**src/rtl/liteeth_sram_pkg.sv**
```systemverilog
// Shared sizing, types and pointer-wrap helper for the LiteEth SRAM FIFO.
package liteeth_sram_pkg;

   localparam int unsigned LITEETH_SRAM_BITS  = 32;
   localparam int unsigned LITEETH_SRAM_DEPTH = 384;
   localparam int unsigned LITEETH_SRAM_AW    = 9;

   typedef logic [LITEETH_SRAM_AW-1:0]   sram_addr_t;
   typedef logic [LITEETH_SRAM_BITS-1:0] sram_word_t;

   // The depth is not a power of two, so the last word wraps back to 0 explicitly.
   function automatic sram_addr_t ptr_inc(input sram_addr_t addr,
                                          input int unsigned depth = LITEETH_SRAM_DEPTH);
      return (addr == sram_addr_t'(depth - 1)) ? '0 : addr + sram_addr_t'(1);
   endfunction

endpackage

```
**src/rtl/liteeth_sram_fifo_obuf.sv**
```systemverilog
// Two-entry output buffer. It absorbs the one-cycle SRAM read latency, and entry 0 is always the head.
module liteeth_sram_fifo_obuf
   import liteeth_sram_pkg::*;
#(
   parameter int unsigned BITS = LITEETH_SRAM_BITS
)(
   input  logic            clk,
   input  logic            load_i,
   input  logic [BITS-1:0] data_i,
   input  logic            pop_i,
   input  logic            clear_i,
   output logic [1:0]      count_o,
   output logic [BITS-1:0] head_o
);

   logic [1:0]      cnt_q, cnt_d;
   logic [BITS-1:0] e0_q, e0_d, e1_q, e1_d;

   always_comb begin
      cnt_d = cnt_q;
      e0_d  = e0_q;
      e1_d  = e1_q;
      if (clear_i) begin
         cnt_d = '0;
      end else begin
         unique case ({load_i, pop_i})
            2'b10: begin
               if (cnt_q == 2'd0) e0_d = data_i;
               else               e1_d = data_i;
               cnt_d = cnt_q + 2'd1;
            end
            2'b01: begin
               e0_d  = e1_q;
               cnt_d = cnt_q - 2'd1;
            end
            2'b11: begin
               if (cnt_q == 2'd2) begin
                  e0_d = e1_q;
                  e1_d = data_i;
               end else begin
                  e0_d = data_i;
               end
            end
            default: ;
         endcase
      end
   end

   always_ff @(posedge clk) begin
      cnt_q <= cnt_d;
   end

   // Payload registers carry no reset; the count alone qualifies them.
   always_ff @(posedge clk) begin
      e0_q <= e0_d;
      e1_q <= e1_d;
   end

   assign count_o = cnt_q;
   assign head_o  = e0_q;

endmodule

```
**src/rtl/liteeth_sram_fifo_ctrl.sv**
```systemverilog
// FIFO controller for a 1RW+1R SRAM macro, with valid/ready streams on both sides.
// Optional LITEETH_SRAM_FIFO_LEVEL_EN adds registered level and almost_full outputs.
module liteeth_sram_fifo_ctrl
   import liteeth_sram_pkg::*;
#(
   parameter int unsigned BITS        = LITEETH_SRAM_BITS,
   parameter int unsigned WORD_DEPTH  = LITEETH_SRAM_DEPTH,
   parameter int unsigned ADDR_WIDTH  = LITEETH_SRAM_AW,
   parameter int unsigned LEVEL_WIDTH = 10
`ifdef LITEETH_SRAM_FIFO_LEVEL_EN
   ,parameter int unsigned AFULL_THRESH = 368
`endif
)(
   input  logic                  clk,
   input  logic                  rst_n,
   input  logic                  flush,
   input  logic                  wr_valid,
   output logic                  wr_ready,
   input  logic [BITS-1:0]       wr_data,
   output logic                  rd_valid,
   input  logic                  rd_ready,
   output logic [BITS-1:0]       rd_data,
   output logic                  sram_rw0_ce,
   output logic                  sram_rw0_we,
   output logic [ADDR_WIDTH-1:0] sram_rw0_addr,
   output logic [BITS-1:0]       sram_rw0_wd,
   output logic                  sram_r0_ce,
   output logic [ADDR_WIDTH-1:0] sram_r0_addr,
   input  logic [BITS-1:0]       sram_r0_rd
`ifdef LITEETH_SRAM_FIFO_LEVEL_EN
   ,
   output logic [LEVEL_WIDTH-1:0] level,
   output logic                   almost_full
`endif
);

   logic [ADDR_WIDTH-1:0]  wr_ptr_q, wr_ptr_d, rd_ptr_q, rd_ptr_d;
   logic [LEVEL_WIDTH-1:0] used_q, used_d, stored;
   logic                   inflight_q, inflight_d;
   logic [1:0]             ob_cnt;
   logic [2:0]             occ;
   logic                   clear, push, pop, issue, ret;

   assign clear    = ~rst_n | flush;
   assign wr_ready = (used_q < LEVEL_WIDTH'(WORD_DEPTH));
   assign rd_valid = (ob_cnt != 2'd0);
   assign push     = wr_valid & wr_ready & ~clear;
   assign pop      = rd_valid & rd_ready & ~clear;
   assign ret      = inflight_q & ~clear;

   // A word leaves used_q only when its read returns, so r0 never reads a slot rw0 may overwrite.
   assign stored = used_q - LEVEL_WIDTH'(inflight_q);
   assign occ    = 3'(ob_cnt) + 3'(inflight_q) - 3'(pop);
   assign issue  = ~clear & (stored != '0) & (occ < 3'd2);

   assign sram_rw0_ce   = push;
   assign sram_rw0_we   = push;
   assign sram_rw0_addr = wr_ptr_q;
   assign sram_rw0_wd   = wr_data;
   assign sram_r0_ce    = issue;
   assign sram_r0_addr  = rd_ptr_q;

   always_comb begin
      wr_ptr_d   = push  ? ptr_inc(wr_ptr_q, WORD_DEPTH) : wr_ptr_q;
      rd_ptr_d   = issue ? ptr_inc(rd_ptr_q, WORD_DEPTH) : rd_ptr_q;
      used_d     = used_q + LEVEL_WIDTH'(push) - LEVEL_WIDTH'(ret);
      inflight_d = issue;
   end

   always_ff @(posedge clk) begin
      if (!rst_n || flush) begin
         wr_ptr_q   <= '0;
         rd_ptr_q   <= '0;
         used_q     <= '0;
         inflight_q <= 1'b0;
      end else begin
         wr_ptr_q   <= wr_ptr_d;
         rd_ptr_q   <= rd_ptr_d;
         used_q     <= used_d;
         inflight_q <= inflight_d;
      end
   end

   liteeth_sram_fifo_obuf #(.BITS(BITS)) u_obuf (
      .clk     (clk),
      .load_i  (ret),
      .data_i  (sram_r0_rd),
      .pop_i   (pop),
      .clear_i (clear),
      .count_o (ob_cnt),
      .head_o  (rd_data)
   );

`ifdef LITEETH_SRAM_FIFO_LEVEL_EN
   logic [LEVEL_WIDTH-1:0] level_q, level_d;
   logic                   afull_q;

   assign level_d = used_q + LEVEL_WIDTH'(ob_cnt);

   always_ff @(posedge clk) begin
      if (!rst_n) begin
         level_q <= '0;
         afull_q <= 1'b0;
      end else begin
         level_q <= level_d;
         afull_q <= (level_d >= LEVEL_WIDTH'(AFULL_THRESH));
      end
   end

   assign level       = level_q;
   assign almost_full = afull_q;
`endif

endmodule
```
**config.mk**
```make
export PLATFORM = sky130hd
export DESIGN_NAME = liteeth_sram_fifo_ctrl
export DESIGN_NICKNAME = d
export VERILOG_FILES = /design/src/rtl/liteeth_sram_pkg.sv /design/src/rtl/liteeth_sram_fifo_obuf.sv /design/src/rtl/liteeth_sram_fifo_ctrl.sv
export SDC_FILE = /design/constraint.sdc
export NUM_CORES = 1
export LEC_CHECK = 0
export ABC_AREA = 1
export CORE_AREA = 4 4 119 98
export CTS_BUF_LIST = sky130_fd_sc_hd__clkbuf_2 sky130_fd_sc_hd__clkbuf_4 sky130_fd_sc_hd__clkbuf_8
export CTS_CLUSTER_SIZE = 14
export DETAILED_ROUTE_END_ITERATION = 7
export DIE_AREA = 0 0 123 102
export PLACE_DENSITY_LB_ADDON = 0.15
export SYNTH_ARGS = -nofsm -noshare
export SYNTH_HDL_FRONTEND = slang
export SYNTH_SLANG_ARGS = --single-unit
```
**constraint.sdc**
```tcl
create_clock -name clk -period 13.7 [get_ports clk]
set_input_delay 2.055 -clock clk [delete_from_list [all_inputs] [get_ports clk]]
set_output_delay 2.055 -clock clk [all_outputs]
set_load 0.01 [all_outputs]
```
=== After elaboration in Yosys (flattened, before gate mapping) ===
Cells that the tools add are included.

* Mux-type cells: 9
* Equal/unequal tests: 9
* $lt $le $gt $ge: 2
* Add/sub/neg operators: 9
* Bitwise logic cells: 10
* Reductions and logical operators: 10

{| class="wikitable"
|+ Operator list
! cell !! count
|-
| $mux W32 || 4
|-
| $pmux W32 S3 || 1
|-
| $pmux W32 S2 || 1
|-
| $sub A10 B1 Y10 || 2
|-
| $add A9 B1 Y9 const B || 2
|-
| $eq A9 B9 Y1 const B || 2
|-
| $mux W9 || 2
|-
| $add A10 B1 Y10 || 1
|-
| $lt A10 B9 Y1 const B || 1
|-
| $reduce_bool A10 Y1 || 1
|-
| $and A1 B1 Y1 || 7
|-
| $eq A2 B2 Y1 const B || 3
|-
| $reduce_bool A2 Y1 || 3
|-
| $ne A2 B1 Y1 const B || 2
|-
| $pmux W2 S2 || 1
|-
| $reduce_and A4 Y1 || 1
|-
| $add A2 B1 Y3 || 1
|-
| $lt A3 B2 Y1 const B || 1
|-
| $reduce_and A3 Y1 || 1
|-
| $reduce_bool A3 Y1 || 1
|-
| $sub A3 B1 Y3 || 1
|-
| $add A2 B1 Y2 const B || 1
|-
| $eq A2 B1 Y1 const B || 1
|-
| $logic_not A2 Y1 || 1
|-
| other kinds (6) || 7
|}

* Logic and storage cells: 56
* Register bits: 95
* Output and inout bits: 87
* Input bits: 69

=== Longest topological paths before layout ===
Gate-level depths: netlist of run 1.

* Word-level depth: 7
* Gate-level depth with buffers: 16
* Depth with buffers taken out: 16

=== Hierarchy ===
A second synthesis of run 1 with hierarchy kept.

* Cell total of the unflattened synthesis: 562
* Area, all modules: 5197.5 µm²

{| class="wikitable"
|+ By module, submodules not included
! module !! area an instance (µm²) !! seq. area each (µm²) !! instances !! cells each
|-
| liteeth_sram_fifo_obuf || 2716.4 || 1961.9 || 1 || 203
|-
| liteeth_sram_fifo_ctrl || 2481.1 || 580.6 || 1 || 359
|}

=== Worst setup path after synthesis of run 1 ===
No wires, ideal clock.

* Kind: input to output
* Start point: in rst_n
* End point: out sram_r0_ce
* Arrival: 4.021 ns
* Setup slack: 7.624 ns
* Stages: 11
* Buffers on the path: 1
* Data required time: 11.645 ns
* Path through: inv_1 nor2_2 nand3_1 inv_1 buf_2 ha_1 nor2_1 fa_1 nor2_1 nand2_1 a21oi_1

* Word-level cells in the longest chain between the ends: 7
* Elaborated cells between the ends (all ways): 8
* Those cells by class: add/sub: 1; order compare: 1; bitwise: 6

{| class="wikitable"
|+ RTL lines
! element !! line !! text
|-
| from (decl) || liteeth_sram_fifo_ctrl.sv:15 || <nowiki>input logic rst_n,</nowiki>
|-
| $not A1 Y1 * || liteeth_sram_fifo_ctrl.sv:44 || <nowiki>assign clear = ~rst_n | flush;</nowiki>
|-
| $or A1 B1 Y1 * || liteeth_sram_fifo_ctrl.sv:44 ||
|-
| $not A1 Y1 (no source line) * || -- ||
|-
| $and A1 B1 Y1 || liteeth_sram_fifo_ctrl.sv:48 || <nowiki>assign pop = rd_valid & rd_ready & ~clear;</nowiki>
|-
| $sub A3 B1 Y3 || liteeth_sram_fifo_ctrl.sv:53 || <nowiki>assign occ = 3'(ob_cnt) + 3'(inflight_q) - 3'(pop);</nowiki>
|-
| $lt A3 B2 Y1 || liteeth_sram_fifo_ctrl.sv:54 || <nowiki>assign issue = ~clear & (stored != '0) & (occ < 3'd2);</nowiki>
|-
| $and A1 B1 Y1 * || liteeth_sram_fifo_ctrl.sv:54 ||
|-
| to (decl) || liteeth_sram_fifo_ctrl.sv:27 || <nowiki>output logic sram_r0_ce,</nowiki>
|}

Mark *: on every way between the ends. The rest lies on a longest branch, timed or not.

=== Final worst setup path of run 1 ===
Ends and elaborated chain as after synthesis.

==> out/qor.yml, run 1 <==
grt_use_total_pct: 17.4
path_max_fanout: 35
slew_viol_final: 0
finalCriticalPeriod_ps: 9000
antenna_found_initial: 0
ys.flop_type: "edfxtp_1"
p_int_uw: 480
comb_power_share_pct: 21.7
yosysSeqAreaShare_pct: 49.2
tightest_slew_ps: 1180
reg2reg_slack_ps: 9050
async_flop_share_pct: 0
cts_tree: "yes"
hold_ws_ps: 522
required_ps: 11640
postCtsHoldBufs: 0
synthDistinctLibCells: 41
cp_slowest_stage_delay_ps: 1170
critical_path_class: "in2out"
wirelength_um: 10700
ios: 156
setup_viol: 0
period_share_pct: 65.7
dr.pass1.iters: 5
nets: 722
root_buffer: "clkbuf_8"
start_kind: "input pin"
htreeDepth: 3
hold_path_class: "reg2reg"
syn_avg_cell_area_um2: 9.19
drtAntennaViolNets: 0
dp_hpwl_um: 7610
synth_edf_count: 64
synthTopCellsByArea: "edfxtp_1 37%, dfxtp_1 12%, ha_1 8.0%"
fin_worst_skew_ps: 5.51
numCtsBuffers: 9
cts_resized: 0
ys.warnings.count: 0
drt_iter0_drc: 319
cp.arrival_ps: 6950
rsz0062_at_grt: "false"
rows: 34
coreArea_mm2: 0.0106
port_buffers: 91
yosys-top-cells-count: "98 x nand2_1, 64 x edfxtp_1, 60 x nand3_1"
syn_nets: 666
p_clk_share_pct: 30.5
ir_drop_uv: 61.8
grt_pass1_wl_um: 17400
synthesis.area_mm2: 0.00516
timing.fmax_mhz: 111
clockBufferDepth: 2
cts_num_sinks: 95
initial_core_util_pct: 48.7
sequentialPowerShare_pct: 47.8
cellPowerDensity_mw_per_mm2: 108
via_count: 3913
crit_chain: "clkdlybuf4s50_1 > inv_1 > nor2_2 > buf_4 > nand3_1 > inv_1 > ha_1 > nor2_1 > fa_1 > nor2_1 > nand2_1 > a21oi_1 > clkdlybuf4s50_1"
crit_slowest_cell: "inv_1"
drcViolationCount: 0
switchingPower_uw: 191
post_cts_buffers: 0
status: "finished, final reports clean"
fillers: 921
grt_pass1_vias: 3658
viasPerCell: 5.10
endpoint_kind: "output pin"
grt_max_degree: 36
relSlewSlack_pct: 21.1
drive_above_1_share_pct: 9.15
cap_violations: 0
yosysMostFrequentCell: "nand2_1"
diodes: 0
ys_ff_latch: 95
die_w_um: 123
synth_top_cell_by_area: "edfxtp_1"
hold_violations: 0
synth_top_area_share_pct: 37.2
tns_ps: 0
gp_congestion: 0.862
area_growth_pct: 19.9
worstSkewPairLatency_ps: 360
dieArea_mm2: 0.0125
clkTransAtPathRegs_ps: 90
wl_per_cell_um: 14.0
syn_inst: 562
netSwitchingFraction_pct: 28.5
grt-ovfl-total: 0
leakage_uw: 0.00238
die_y_um: 102
[metrics by stage]
step | power (uW) | setup slack, ps | area, um2 | std cells | util (%)
after global routing | 711 | 4250 | 6190 | 767 | 58.5
after global placement | 470 | 4810 | 5970 | 751 | 56.4
after floorplan | 440 | 7620 | 5160 | 562 | -
after detailed placement | 473 | 4780 | 5970 | 751 | 56.4
final | 671 | 4700 | 6190 | 767 | 58.5
after CTS | 679 | 4750 | 6190 | 767 | 58.5
[cells by family after synthesis]
logic type	synth area share, %
simple gates	20.3
buf+inv	10.7
flops	49.2
compound gates	10.1
fa+ha+maj	8.77
xor+xnor	0.848
[metal layers]
metal  track usage (%)  vias to the layer above  part of all wire [%]
met5                 0                        -                     0
met1              24.7                     1793                    47
met2              26.1                      134                    45
li1                  -                     1964                     -
met3              4.59                       22                   6.3
met4              5.62                        0                   1.5
[area by class of cell]
| type | instances | area [um2] | share of cell area [%] |
|---|---|---|---|
| repair buffers | 94 | 933 | 15.1 |
| clock inverters | 6 | 91.3 | 1.48 |
| well taps | 144 | 180 | 2.91 |
| clock buffers | 10 | 131 | 2.12 |
| inverters | 58 | 218 | 3.52 |
| flip-flops and latches | 95 | 2540 | 41.1 |
| multi-input cells | 360 | 2100 | 33.8 |
[final timing paths]
path / depth (start not counted) / from / to
max: 13 / rst_n / sram_r0_ce
min: 2 / sram_r0_addr[7]$_SDFFE_PP0P_ / sram_r0_addr[7]$_SDFFE_PP0P_
max reg2reg: 9 / u_obuf.count_o[1]$_SDFFE_PP0P_ / u_obuf.e1_q[12]$_DFFE_PP_
min reg2reg: 2 / sram_r0_addr[7]$_SDFFE_PP0P_ / sram_r0_addr[7]$_SDFFE_PP0P_
[critical path, delay by kind of cell]
kind            cells  cell delay, ps
compound gates      1             210
buf+inv             5            2540
simple gates        5            1290
fa+ha+maj           2             820
[layout by cell type, fill, tap and decap left out, drive strengths merged]
master	n
clkbuf	10
edfxtp	64
o211ai	1
buf	3
o21bai	2
a31oi	1
a221oi	2
nand3b	1
nor3b	2
o21ai	46
xnor2	1
or2	2
nand3	63
a21oi	32
bufinv	2
dfxtp	31
clkinv	3
o21a	1
nand4	3
nor4	1
nand2	107
a21boi	2
nor2	48
a211oi	3
ha	33
o22ai	1
fa	2
clkdlybuf4s50	91
xor2	4
nor3	2
inv	59
[registers in the layout (all words and copies together) (netlist names)]
signal / flops
u_obuf.count_o: 2
u_obuf.e1_q: 32
used_q: 10
u_obuf.head_o: 32
inflight_q: 1
sram_r0_addr: 9
sram_rw0_addr: 9
[power by group through the flow]
| stage | clock network [uW] | registers, uW | logic [uW] |
|---|---|---|---|
| finish | 205 | 321 | 146 |
| global route | 222 | 322 | 167 |
| CTS | 211 | 321 | 146 |
| detailed placement | 0 | 327 | 146 |
| global placement | 0 | 327 | 143 |
| floorplan | 0 | 327 | 113 |
(Power assumes the default switching activity.)
==> run 2, diff against run 1 <==
--- a/config.mk
+++ b/config.mk
@@ -6,11 +6,11 @@
 export NUM_CORES = 1
 export LEC_CHECK = 0
 export ABC_AREA = 1
-export CORE_AREA = 4 4 119 98
+export CORE_AREA = 4 4 120 99
 export CTS_BUF_LIST = sky130_fd_sc_hd__clkbuf_2 sky130_fd_sc_hd__clkbuf_4 sky130_fd_sc_hd__clkbuf_8
 export CTS_CLUSTER_SIZE = 14
 export DETAILED_ROUTE_END_ITERATION = 7
-export DIE_AREA = 0 0 123 102
+export DIE_AREA = 0 0 124 103
 export PLACE_DENSITY_LB_ADDON = 0.15
 export SYNTH_ARGS = -nofsm -noshare
 export SYNTH_HDL_FRONTEND = slang
==> constraint.sdc (replaced) <==
create_clock -name clk -period 8.45 [get_ports clk]
set_input_delay 1.2675 -clock clk [delete_from_list [all_inputs] [get_ports clk]]
set_output_delay 1.2675 -clock clk [all_outputs]
set_load 0.01 [all_outputs]
==> out/qor.yml, run 2 (synthesis gave the netlist of run 1 again) <==
root_buffer: "clkbuf_8"
endpoint_kind: "output pin"
finalInstanceArea_mm2: 0.00613
layout_common_cells: "98 x nand2_1, 91 x clkdlybuf4s50_1, 64 x edfxtp_1"
required_ps: 7180
coreArea_mm2: 0.0107
drtAntennaViolNets: 0
grt_pass1_vias: 3699
gp_congestion: 0.821
drcViolationCount: 0
clockBufferDepth: 2
crit_chain: "clkdlybuf4s50_1 > inv_1 > nor2_2 > buf_4 > nand3_1 > inv_1 > ha_1 > nor2_1 > fa_1 > nor2_1 > nand2_1 > a21oi_1 > clkdlybuf4s50_1"
clkTransAtPathRegs_ps: 80
numCtsBuffers: 9
finalCriticalPeriod_ps: 6210
slew_viol_final: 0
hold_ws_ps: 525
drive_above_1_share_pct: 8.84
tns_ps: 0
worst_slack_ps: 2240
grt-ovfl-total: 0
critical_path_class: "in2out"
tightest_slew_ps: 1270
initial_core_util_pct: 48.3
die_w_um: 124
worstSkewPairLatency_ps: 350
ir_drop_uv: 118
diodes: 0
dr.pass1.iters: 4
nets: 723
htreeDepth: 3
antenna_found_initial: 0
postCtsHoldBufs: 0
ios: 156
grt_pass1_wl_um: 17600
placed_cells: 752
final_cells: 766
dp_hpwl_um: 7860
die_y_um: 103
final_common_cell: "nand2_1"
rows: 34
rsz0062_at_grt: "false"
post_cts_buffers: 0
status: "finished, final reports clean"
cts_num_sinks: 95
hold_path_class: "reg2reg"
hold_violations: 0
cp.arrival_ps: 4940
area_growth_pct: 18.8
grt_max_degree: 36
grt_use_total_pct: 17.5
cts_resized: 0
crit_slowest_cell: "inv_1"
placed_cell_area_mm2: 0.00598
port_buffers: 91
start_kind: "input pin"
viasPerCell: 5.15
cellPowerDensity_mw_per_mm2: 165
drt_iter0_drc: 261
via_count: 3944
cp_slowest_stage_delay_ps: 810
cts_tree: "yes"
relSlewSlack_pct: 15.1
place_ws_ps: 2200
timing.fmax_mhz: 161
cap_violations: 0
fillers: 945
path_max_fanout: 35
period_share_pct: 73.5
dieArea_mm2: 0.0128
leakage_uw: 0.00234
setup_viol: 0
fin_worst_skew_ps: 6.10
wirelength_um: 11100
wl_per_cell_um: 14.5
[run 2: cell count changes in the layout (fill, tap and decap cells not counted), sizes merged]
| cell | change |
|---|---|
| inv | -2 |
| clkinvlp | +2 |
| bufinv | -2 |
| buf | +1 |
[run 2: where the power goes]
group          internal (uW)  switching (uW)
Combinational           95.9             140
Clock                    106             149
Sequential               510            11.8
Total                    711             301
[run 2: worst max-delay path: cells and delay by family]
family	cells	cell delay, ps
adders and majority gates	2	810
AOI/OAI and AO/OA	1	140
buffers and inverters	5	2120
and+or+nand+nor	5	580
[run 2: per-layer routing]
metal | up-vias | share of wire, % | routed length [um] | GRT usage (%)
li1 | 1962 | - | - | -
met1 | 1832 | 45 | 5040 | 23.8
met2 | 129 | 45 | 5030 | 27.8
met3 | 21 | 8.2 | 908 | 5.21
met4 | 0 | 1.1 | 125 | 4.21
met5 | - | 0 | 0 | 0
[run 2: final cells by class]
cell class                      count  area [um2]  area share (%)
Sequential cell                    95        2540            41.5
Multi-Input combinational cell    360        2100            34.2
Timing Repair Buffer               95         941            15.3
Inverter                           58         218            3.55
Tap cell                          144         180            2.94
Clock buffer                       10         131            2.14
Clock inverter                      4        25.0           0.408
[run 2: through the flow]
step / utilization [%] / power (uW)
3_5_place_dp: 56.0 / 768
3_3_place_gp: 56.0 / 762
4_1_cts: 57.4 / 1020
6_report: 57.4 / 1010
5_1_grt: 57.4 / 1070
2_1_floorplan: - / 713
[run 2: worst paths after layout]
path	start	endpoint	slack (ps)	cells after the start
max reg2reg	u_obuf.count_o[1]$_SDFFE_PP0P_	u_obuf.e1_q[20]$_DFFE_PP_	4790	9
max	rst_n	sram_r0_ce	2240	13
min reg2reg	sram_rw0_addr[0]$_SDFFE_PP0P_	sram_rw0_addr[0]$_SDFFE_PP0P_	520	2
min	sram_rw0_addr[0]$_SDFFE_PP0P_	sram_rw0_addr[0]$_SDFFE_PP0P_	520	2
==> patch: new RTL, flow settings as in run 2 <==
Add a define of `LITEETH_SRAM_FIFO_LEVEL_EN`.
--- a/src/rtl/liteeth_sram_fifo_ctrl.sv
+++ b/src/rtl/liteeth_sram_fifo_ctrl.sv
@@ -2,2 +2,4 @@
 // Optional LITEETH_SRAM_FIFO_LEVEL_EN adds registered level and almost_full outputs.
+`define LITEETH_SRAM_FIFO_LEVEL_EN
+
 module liteeth_sram_fifo_ctrl
Behaviour (old outputs only; new: almost_full and level): unchanged (Yosys induction, for registers that start in step).
==> patch against run 2 <==
  * Sequential cell count increased by 11
  * Critical path depth decreased by 1
  * Area after synthesis increased by 5.6%
  * Setup slack improved by 0.37 ns
  * Non-clock buffer count increased by 9
  * Via count increased by 3.1%
  * Sequential power increased by 11%
  * Routed wire length increased by 2.0%
  * Maximum frequency increased by 6.4%
  * Cell area increased by 7.5%
  * Power increased by 7.0%
  * Clock power increased by 16%
  * Critical path type unchanged
  * Critical endpoint unchanged
  * Largest cell class unchanged
==> patch: results (changes against run 2) <==
Run status
  – Outcome: complete, no violations

Placement
  – Placed instance area: 6410 um2 (+7.3%)
  – PortBufs: 102 (+12%)
  – Dpl hpwl: 8.19 mm (+4.1%)
  – RePlAce Congestion: 0.865 (+5.4%)
  – Pre-CTS setup slack: 2.61 ns (+0.409 ns)
  – Cell count after placement: 800 (+6.4%)

Global routing
  – Total GRT Usage: 18.0% (+0.51 points)
  – First-pass GRT wire length: 18.2 mm (+3.3%)
  – Vias in the first global route: 3,848 (+4.0%)

Final layout
  – Nets@finish: 775 (+7.2%)
  – Layout cells sized above 1: 5.06% (-3.8 points)
  – Final std cells w/o fill: 816 (+6.5%)

Yosys
  – Complex-gate fraction of the synthesized area: 10.6% (+0.52 points)
  – Netlist cell types: 29 (-29%)
  – Gate Count Post-Synth: 596 (+6.0%)
  – Syn nets: 704 (+5.7%)
  – Commonest cells post-synth: 94 x inv_1, 80 x o21ai_0, 78 x nand2_1, 64 x edfxtp_1, 52 x nor2_1

Route
  – Met1 wire length: 5.06 mm (+0.52%)
  – Initial DRC Count: 268 (+2.7%)
  – WL met2: 5.19 mm (+3.1%)
  – DR pass1 iterations: 5 (+1)
  – Vias/cell: 4.98 (-3.2%)

Power
  – Peak supply drop: 0.0868 mV (-26%)
  – Pleak: 2.63 nW (+12%)
  – Sw power: 0.000314 W (+4.6%)
  – Clock share of power: 27.2% (+2.1 points)
  – Comb group: 0.000208 W (-12%)

Worst setup path
  – Crit Path Max Fanout: 19 (-46%)
  – R2R Setup Slk: 5.46 ns (+0.67 ns)
  – Largest stage delay on the critical path: 0.56 ns (-0.25 ns)
  – Worst path slowest cell: clkdlybuf4s50_1
  – Reg-to-reg startpoint: u_obuf.count_o[0]$_SDFFE_PP0P_

Timing
  – Rel. slew slack: 15.4% (+0.30 points)
  – Hold_ws: 0.507 ns (-0.0181 ns)

Hold path
  – Hold path startpoint: sram_rw0_addr[7]$_SDFFE_PP0P_

Clock network
  – Clk_lat worst skew: 0.37 ns (+0.02 ns)
==> patch: changes by cell type in the layout (fill, tap and decap cells not counted), moves of 4 or more <==
cell | run 2 | this run
o21ai_0 | 45 | 80
nand3_1 | 60 | 27
nor2_1 | 41 | 50
clkdlybuf4s50_1 | 91 | 102
nor3_1 | 2 | 6
xor2_1 | 4 | 12
dfxtp_1 | 31 | 42
a21oi_2 | 9 | 1
inv_1 | 51 | 94
nand2_2 | 6 | 0
xnor2_1 | 1 | 5
nand2_1 | 98 | 78
==> patch: cell families after synthesis <==
family | after synthesis
XOR/XNOR | 17
buffers and inverters | 143
AO/OA/AOI/OAI | 112
AND/OR/NAND/NOR | 179
flip-flops | 106
adder cells (fa/ha/maj) | 39
==> patch: layout make-up <==
cell class                      count  area, um2
Fill cell                         911       4080
Timing Repair Buffer              104       1040
Clock inverter                      7       60.1
Multi-Input combinational cell    347       2060
Tap cell                          144        180
Clock buffer                        9        124
Sequential cell                   106       2760
Inverter                           99        372
==> patch: layer usage <==
layer  vias to the layer above  track usage (%)
met4                         0             5.56
met2                       137             29.7
met5                         -                0
li1                       2048                -
met1                      1855             23.6
met3                        27             4.55
==> patch: how the worst max path moves through the flow <==
stage | startpoint | end | slack [ns]
floorplan | rst_n | u_obuf.e1_q[0]$_DFFE_PP_ | 3.20
global placement | rst_n | sram_r0_ce | 2.70
detailed placement | rst_n | sram_r0_ce | 2.61
CTS | rst_n | sram_r0_ce | 2.58
global route | rst_n | sram_r0_ce | 2.41
finish | rst_n | sram_r0_ce | 2.62
==> patch: stage by stage <==
stage,utilization [%],power [W]
floorplan,-,0.000740
global placement,60.1,0.000795
detailed placement,60.1,0.000799
CTS,61.8,0.00109
global route,61.8,0.00114
finish,61.8,0.00108
